$ cat src/rtl/mmio_uart_tx.sv
// Memory-mapped 8N1 UART transmitter with a small TX FIFO and a polled STATUS register.
// Define UART_TX_PARITY_EN to insert an even-parity bit between the data bits and the stop bit.
module mmio_uart_tx #(
    parameter int CLKS_PER_BIT = 16,
    parameter int FIFO_DEPTH   = 4
) (
    input  logic        clk,
    input  logic        reset,
    input  logic        sel,
    input  logic [3:0]  addr,
    input  logic        we,
    input  logic [31:0] wdata,
    output logic [31:0] rdata,
    output logic        tx,
    output logic        irq_empty
);

    localparam int PTR_W  = $clog2(FIFO_DEPTH);
    localparam int CNT_W  = PTR_W + 1;
    localparam int BAUD_W = $clog2(CLKS_PER_BIT);

`ifdef UART_TX_PARITY_EN
    typedef enum logic [2:0] {
        ST_IDLE   = 3'd0,
        ST_START  = 3'd1,
        ST_DATA   = 3'd2,
        ST_PARITY = 3'd3,
        ST_STOP   = 3'd4
    } state_t;
    localparam logic PARITY_FLAG = 1'b1;
`else
    typedef enum logic [2:0] {
        ST_IDLE  = 3'd0,
        ST_START = 3'd1,
        ST_DATA  = 3'd2,
        ST_STOP  = 3'd3
    } state_t;
    localparam logic PARITY_FLAG = 1'b0;
`endif

    function automatic logic even_parity(input logic [7:0] d);
        return ^d;
    endfunction

    logic [7:0]        mem_r [FIFO_DEPTH];
    logic [PTR_W-1:0]  wr_ptr_r, rd_ptr_r;
    logic [CNT_W-1:0]  count_r, count_next_s;
    logic              overflow_r, overflow_next_s;
    state_t            state_r, state_next_s;
    logic [BAUD_W-1:0] baud_r, baud_next_s;
    logic [2:0]        bit_cnt_r, bit_cnt_next_s;
    logic [7:0]        shift_r, shift_next_s;
    logic              parity_r, parity_next_s;
    logic              tx_r, tx_next_s;
    logic              irq_r, irq_next_s;

    logic wr_sel_s, push_req_s, clr_ovf_s, full_s, empty_s, push_s, pop_s, baud_end_s;
    logic unused_s;

    assign unused_s   = ^{wdata[31:8], addr[1:0]};
    assign wr_sel_s   = sel && we;
    assign push_req_s = wr_sel_s && (addr[3:2] == 2'd0);
    assign clr_ovf_s  = wr_sel_s && (addr[3:2] == 2'd1) && wdata[3];
    assign full_s     = (count_r == CNT_W'(FIFO_DEPTH));
    assign empty_s    = (count_r == {CNT_W{1'b0}});
    // Full is judged before any same-cycle pop, so a write into a full FIFO is always dropped.
    assign push_s     = push_req_s && !full_s;
    assign baud_end_s = (baud_r == BAUD_W'(CLKS_PER_BIT - 1));

    // Next-state, shifter and serial-output decode.
    always_comb begin
        state_next_s   = state_r;
        bit_cnt_next_s = bit_cnt_r;
        shift_next_s   = shift_r;
        parity_next_s  = parity_r;
        pop_s          = 1'b0;
        baud_next_s    = baud_end_s ? {BAUD_W{1'b0}} : baud_r + BAUD_W'(1);
        case (state_r)
            ST_IDLE: begin
                if (!empty_s) begin
                    pop_s          = 1'b1;
                    shift_next_s   = mem_r[rd_ptr_r];
                    parity_next_s  = even_parity(mem_r[rd_ptr_r]);
                    bit_cnt_next_s = 3'd0;
                    state_next_s   = ST_START;
                end else begin
                    state_next_s   = ST_IDLE;
                end
            end
            ST_START: begin
                if (baud_end_s) begin
                    state_next_s = ST_DATA;
                end else begin
                    state_next_s = ST_START;
                end
            end
            ST_DATA: begin
                if (baud_end_s) begin
                    shift_next_s   = {1'b0, shift_r[7:1]};
                    bit_cnt_next_s = bit_cnt_r + 3'd1;
                    if (bit_cnt_r == 3'd7) begin
`ifdef UART_TX_PARITY_EN
                        state_next_s = ST_PARITY;
`else
                        state_next_s = ST_STOP;
`endif
                    end else begin
                        state_next_s = ST_DATA;
                    end
                end else begin
                    state_next_s = ST_DATA;
                end
            end
`ifdef UART_TX_PARITY_EN
            ST_PARITY: begin
                if (baud_end_s) begin
                    state_next_s = ST_STOP;
                end else begin
                    state_next_s = ST_PARITY;
                end
            end
`endif
            ST_STOP: begin
                if (baud_end_s && !empty_s) begin
                    pop_s          = 1'b1;
                    shift_next_s   = mem_r[rd_ptr_r];
                    parity_next_s  = even_parity(mem_r[rd_ptr_r]);
                    bit_cnt_next_s = 3'd0;
                    state_next_s   = ST_START;
                end else if (baud_end_s) begin
                    state_next_s   = ST_IDLE;
                end else begin
                    state_next_s   = ST_STOP;
                end
            end
            default: begin
                state_next_s = ST_IDLE;
            end
        endcase

        if (state_next_s != state_r || state_r == ST_IDLE) begin
            baud_next_s = {BAUD_W{1'b0}};
        end else begin
            baud_next_s = baud_next_s;
        end

        // tx is registered, so it is decoded from the state being entered.
        case (state_next_s)
            ST_IDLE:   tx_next_s = 1'b1;
            ST_START:  tx_next_s = 1'b0;
            ST_DATA:   tx_next_s = shift_next_s[0];
`ifdef UART_TX_PARITY_EN
            ST_PARITY: tx_next_s = parity_next_s;
`endif
            ST_STOP:   tx_next_s = 1'b1;
            default:   tx_next_s = 1'b1;
        endcase
    end

    // FIFO occupancy, overflow flag and interrupt decode.
    always_comb begin
        case ({push_s, pop_s})
            2'b10:   count_next_s = count_r + CNT_W'(1);
            2'b01:   count_next_s = count_r - CNT_W'(1);
            default: count_next_s = count_r;
        endcase
        if (push_req_s && full_s) begin
            overflow_next_s = 1'b1;
        end else if (clr_ovf_s) begin
            overflow_next_s = 1'b0;
        end else begin
            overflow_next_s = overflow_r;
        end
        irq_next_s = (count_next_s == {CNT_W{1'b0}}) && (state_next_s == ST_IDLE);
    end

    // FIFO storage; contents are don't-care until the count says otherwise.
    always_ff @(posedge clk) begin
        if (push_s) begin
            mem_r[wr_ptr_r] <= wdata[7:0];
        end
    end

    // Control state with synchronous reset.
    always_ff @(posedge clk) begin
        if (reset) begin
            wr_ptr_r   <= {PTR_W{1'b0}};
            rd_ptr_r   <= {PTR_W{1'b0}};
            count_r    <= {CNT_W{1'b0}};
            overflow_r <= 1'b0;
            state_r    <= ST_IDLE;
            baud_r     <= {BAUD_W{1'b0}};
            bit_cnt_r  <= 3'd0;
            shift_r    <= 8'h00;
            parity_r   <= 1'b0;
            tx_r       <= 1'b1;
            irq_r      <= 1'b1;
        end else begin
            if (push_s) begin
                wr_ptr_r <= wr_ptr_r + PTR_W'(1);
            end
            if (pop_s) begin
                rd_ptr_r <= rd_ptr_r + PTR_W'(1);
            end
            count_r    <= count_next_s;
            overflow_r <= overflow_next_s;
            state_r    <= state_next_s;
            baud_r     <= baud_next_s;
            bit_cnt_r  <= bit_cnt_next_s;
            shift_r    <= shift_next_s;
            parity_r   <= parity_next_s;
            tx_r       <= tx_next_s;
            irq_r      <= irq_next_s;
        end
    end

    // Combinational load path for the single-cycle core.
    always_comb begin
        rdata = 32'h0000_0000;
        if (sel) begin
            case (addr[3:2])
                2'd1:    rdata = {27'd0, PARITY_FLAG, overflow_r, (state_r != ST_IDLE), empty_s, full_s};
                default: rdata = 32'h0000_0000;
            endcase
        end else begin
            rdata = 32'h0000_0000;
        end
    end

    assign tx        = tx_r;
    assign irq_empty = irq_r;

endmodule

$ cat config.mk
export PLATFORM = sky130hd
export DESIGN_NAME = mmio_uart_tx
export DESIGN_NICKNAME = d
export VERILOG_FILES = /design/src/rtl/mmio_uart_tx.sv
export SDC_FILE = /design/constraint.sdc
export NUM_CORES = 1
export LEC_CHECK = 0
export BUFFER_PORTS_ARGS = -buffer_cell sky130_fd_sc_hd__buf_2
export CORE_MARGIN = 2
export CORE_UTILIZATION = 53
export DETAILED_ROUTE_END_ITERATION = 8
export GPL_ROUTABILITY_DRIVEN = 1
export PLACE_DENSITY = 0.79
export SYNTH_ARGS = -nofsm -noshare
export SYNTH_HDL_FRONTEND = slang
export SYNTH_SLANG_ARGS = --single-unit
export TNS_END_PERCENT = 20
$ cat constraint.sdc
create_clock -name clk -period 3 [get_ports clk]
set_input_delay 0.6 -clock clk [delete_from_list [all_inputs] [get_ports clk]]
set_output_delay 0.6 -clock clk [all_outputs]
set_load 0.01 [all_outputs]
**After elaboration in Yosys (flattened, before gate mapping)**

Memory sizes are Yosys's and may differ from the RTL's. A register that Yosys moved wholly into a read port is not among the register bits.
Cells that the tools add are included.

- Memories: 1
- Output and inout port bits: 34
- Word-level logic and storage cells: 82
- RAM bits: 32
- Input bits: 40
- Flip-flop bits (word level): 28

- Equal/unequal tests: 15
- Add/sub/neg operators: 6
- Reduce and logical (&&, ||, !) cells: 21
- Muxes and demuxes: 28

Memories:

| name | depth | bits a word | rd ports | clocked after memory_dff | write ports | RTL line | RTL |
|---|---|---|---|---|---|---|---|
| mem_r | 4 | 8 | 1 | 1 | 1 | 45 | `logic [7:0] mem_r [FIFO_DEPTH];` |

Operators by type and width:

| cell | number |
|---|---|
| $mux W32 | 1 |
| $mux W8 | 3 |
| $pmux W8 S3 | 1 |
| $logic_not A3 Y1 | 4 |
| $mux W3 | 4 |
| $pmux W3 S4 | 1 |
| $mux W2 | 5 |
| $eq A3 B2 Y1 const B | 3 |
| $pmux W3 S3 | 1 |
| $logic_and A1 B1 Y1 | 8 |
| $mux W1 | 8 |
| $add A3 B1 Y3 const B | 2 |
| $eq A3 B1 Y1 const B | 2 |
| $eq A3 B3 Y1 const B | 2 |
| $ne A2 B2 Y1 const B | 3 |
| $pmux W3 S2 | 1 |
| $reduce_bool A3 Y1 | 2 |
| $add A2 B1 Y2 const B | 2 |
| $add A4 B1 Y4 const B | 1 |
| $eq A2 B1 Y1 const B | 2 |
| $eq A4 B4 Y1 const B | 1 |
| $mux W4 | 1 |
| $pmux W1 S2 | 2 |
| $reduce_and A4 Y1 | 1 |
| 8 further kinds | 9 |

**Longest topological paths before layout**

- Word-level depth: 9
- Gate-level depth with buffers: 11
- Gate-level depth less buffers: 11

**Worst setup path before layout**

OpenSTA, ideal clock, no wires.

- Path kind: input port to flip-flop
- Start point: input port addr[2]
- End point: register irq_r (netlist: irq_empty)
- Library setup time: 0.116 ns
- Required time: 2.884 ns
- Stages: 10
- Data arrival time: 2.565 ns
- Path buffers: 0
- Setup slack: 0.319 ns
- Path through: nor4bb_1 -> and2_1 -> inv_1 -> ha_1 -> inv_1 -> fa_1 -> xor2_1 -> xor2_1 -> a32o_1 -> a31o_2

- Word-level cells in the longest chain between the ends: 7
- Elaborated cells between the ends (all ways): 8
- Classes of those cells: 2 x eq/ne; 1 x mux; 5 x reduce/logical

RTL lines:

| what | RTL line | RTL |
|---|---|---|
| from (decl) | 10 | `input logic [3:0] addr,` |
| $logic_not A2 Y1 (*) | 62 | `assign push_req_s = wr_sel_s && (addr[3:2] == 2'd0);` |
| $logic_and A1 B1 Y1 (*) | 62 |  |
| $logic_and A1 B1 Y1 (*) | 67 | `assign push_s = push_req_s && !full_s;` |
| $eq A2 B1 Y1 or $eq A2 B2 Y1 (tied branches) | 162 | `case ({push_s, pop_s})` |
| $pmux W3 S2 (*) | 162 |  |
| $logic_not A3 Y1 (*) | 174 | `irq_next_s = (count_next_s == {CNT_W{1'b0}}) && (state_next_s == ST_IDLE);` |
| $logic_and A1 B1 Y1 (*) | 174 |  |
| to (signal assigned) | 213 | `irq_r <= irq_next_s;` |
| to (decl) | 55 | `logic irq_r, irq_next_s;` |

Every way passes the cells marked *; elsewhere a longest branch is shown, timed or not.
A chain may end at the register's enable or synchronous reset.

**Worst setup path in the final report**

- Start point: register count_r[2]
- End point: register irq_r (netlist: irq_empty)

- Word-level cells in the longest chain between the ends: 9
- Elaborated cells between the ends (all ways): 20
- Classes of those cells: 2 x add/sub; 3 x eq/ne; 7 x mux; 8 x reduce/logical

RTL lines:

| what | RTL line | RTL |
|---|---|---|
| from (decl) | 47 | `logic [CNT_W-1:0] count_r, count_next_s;` |
| from (signal assigned) | 189 | `count_r <= {CNT_W{1'b0}};` |
| from (signal assigned) | 205 | `count_r <= count_next_s;` |
| $logic_not A3 Y1 | 65 | `assign empty_s = (count_r == {CNT_W{1'b0}});` |
| $logic_not A1 Y1 | 124 | `if (baud_end_s && !empty_s) begin` |
| $logic_and A1 B1 Y1 | 124 |  |
| $mux W1 | 124 |  |
| $pmux W1 S2 | 78 | `case (state_r)` |
| $eq A2 B1 Y1 or $eq A2 B2 Y1 (tied branches) | 162 |  |
| $pmux W3 S2 | 162 |  |
| $logic_not A3 Y1 | 174 |  |
| $logic_and A1 B1 Y1 (*) | 174 |  |

Marked as above.

==> flow_summary.toml <==
[global_route]
gr-total-overflow = 0
top_usage_layer = "met2"
use_met2_pct = 29.1
grt.total_usage_pct = 18.2
first_global_vias = 1857
grt_pass1_wl_um = 8600
grt_use_met1_pct = 22.8
grtUsageMet3_pct = 6.59
antenna_found_initial = 0
grt_start_max_net_pins = 26

[sta]
rsz0062_at_grt = "no"
slew_headroom_pct = 60.3
hold_violations = 0
setup_viol = 0
timing.final.ws_setup_ps = 137
period_minus_slack_ps = 2860
clock.fmax_mhz = 349
clock-skew-final_ps = 6.65
tightest_slew_ps = 595
maxSlewViolCount = 0
fin_tns_setup_ps = 0
post-route-period-util_pct = 95.4

[cells_and_area]
antenna_cells = 0
postLayoutCoreUtil_pct = 59.7
seq_area_um2 = 1540
syn2layout_area_growth_pct = 8.92
layout_commonest_cell = "edfxtp_1"
fin_nets = 338
multi_input_area_um2 = 1270
final_cell_mix = "edfxtp_1 (32), dfxtp_1 (29), conb_1 (28)"
nFillCells = 450
drive_gt1_share_pct = 20.1

[floorplan]
fp-row-count = 27
die_area_um2 = 6280
core_um2 = 5470
io_pins = 74
initial_core_util_pct = 54.8
die_y_um = 79.2
die_x_um = 79.2

[power_and_ir_drop]
vdd_drop_max_mv = 0.484
power_density_nw_per_um2 = 760
p_leak_nw = 1.25
total_power_mw = 2.48

[route]
via_per_inst = 5.36
drc = 0
vias = 1936
routedWlPerCell_um = 14.2
drt-initial-drc-count = 172
drt-pass1-iter-count = 4
wl_um = 5110
ant_nets = 0

[critical_path]
end_kind = "flop"
reg2reg_to = "irq_empty"
start_kind = "flop"
crit_start = "count_r[2]"
timing.setup.critical_path_class = "reg -> reg"
r2r_cells = 10
required_ps = 3240
cp_max_fo = 7
reg2reg_slack_ps = 140
critPathCapture = "irq_empty"
r2r-start = "count_r[2]"
worst_ep_arrival_time_ps = 3100

[clock_network]
clkTransAtPathRegs_ps = 70
root_buffer = "clkbuf_8"
cts.sinks = 61
clock_latency_ps = 350
htreeDepth = 3
cts_setup_buffers = 0
cts_made_buffers = 9
cts_tree = "done"
cts_max_path_buffers = 2

[worst_hold_path]
hp-class = "reg -> reg"

[yosys]
synth_edf_count = 32
avgSynthCellArea_um2 = 11.7
synth_top_area_share_pct = 32.0
async_flop_share_pct = 0
ys_ff_latch = 61
synth_area_leader_cell = "edfxtp_1"
ys_seq_area_share_pct = 51.4
yosys-top-cells-area = "edfxtp_1 (32%), dfxtp_1 (19%), buf_4 (7.0%), mux4_2 (6.0%), ha_1 (5.4%)"
synth_flop_cell = "edfxtp_1"
syn-cell-area_um2 = 3000
synth.distinct_cells = 46
yosys_warnings = 0
syn_inst = 257

[placed_design]
routabilityCongestion = 0.767
dp_hpwl_um = 3640
dp_slack_ps = 118
portBuffers = 19

[flow_run]
max_cap_violations = 0

[status]
status = "completed"
[final cells by class]
| class | count | share of cell area [%] |
|---|---|---|
| clock buffers | 9 | 3.79 |
| clock inverters | 7 | 1.76 |
| inverters | 13 | 1.49 |
| multi-input cells | 174 | 38.7 |
| flip-flops and latches | 61 | 47.2 |
| well taps | 72 | 2.76 |
| repair buffers | 25 | 4.29 |
[repair_timing]
| item | in CTS | in global routing |
|---|---|---|
| gates resized for setup | 0 | 1 |
| hold buffers | 0 | 0 |
| endpoints found under the setup margin | 0 | 1 |
[metrics by stage]
stage / instance area [µm²] / cells / hold WS (ps)
finish: 3270 / 361 / 457
global route: 3270 / 361 / 451
CTS: 3260 / 361 / 457
detailed placement: 3080 / 345 / 457
global placement: 3080 / 345 / 442
floorplan: 3100 / 284 / 423
[registers in the layout (all words and copies together), names as in the netlist, named ones only]
register / flops
mem_r: 32
shift_r: 8
rd_ptr_r: 2
state_r: 2
baud_r: 4
tx: 1
bit_cnt_r: 3
irq_empty: 1
wr_ptr_r: 2
count_r: 3
overflow_r: 1
[kinds of logic after synthesis]
logic type | Yosys count | share of synthesized area [%]
AOI/OAI and AO/OA | 54 | 12.9
xor gates and xnor gates | 6 | 1.75
adders and majority gates | 14 | 6.09
buffers and inverters | 49 | 9.97
DFF | 61 | 51.4
muxes | 9 | 6.38
other | 1 | 0.125
and+or+nand+nor | 63 | 11.4
[layer usage]
metal  part of all wire [%]  routed length [µm]
met1                     44                2260
met2                     49                2510
met3                    4.9                 250
met4                    1.8                  91
met5                      0                   0
[critical path, cell delays in order, from the launching register on]
cell     delay, ps
dfxtp_1        420
or3b_2         530
and2_1         190
inv_1          100
ha_1           190
inv_1           60
fa_1           380
xor2_1         260
xor2_1         110
a32o_1         270
a31o_2         240
[Yosys cell counts, types with 5 or more instances]
library cell and number:
a22oi_1 8, and2_1 6, inv_1 12, nor2_1 18, nand2_1 10, clkbuf_1 5, o21ai_0 9, ha_1 13
a21oi_1 15, dfxtp_1 29, and3_1 5, a211oi_1 6, o2111a_1 7, edfxtp_1 32, mux4_2 8, buf_4 28
[power by group]
group	total, mW	switching (mW)	internal, mW
registers	1.04	0.0695	0.967
logic	0.793	0.444	0.349
clock network	0.653	0.345	0.308
[worst min path at each step]
stage	start	endpoint	slack, ps	cells after the start
floorplan	baud_r[0]	baud_r[0]	420	1
global placement	bit_cnt_r[1]	bit_cnt_r[1]	440	2
detailed placement	baud_r[0]	baud_r[0]	460	1
CTS	wdata[2]	mem_r[0][2]	460	1
global route	wdata[2]	mem_r[3][2]	450	1
finish	baud_r[0]	baud_r[0]	460	1
No activity file was read; power rests on OpenSTA's default activity.
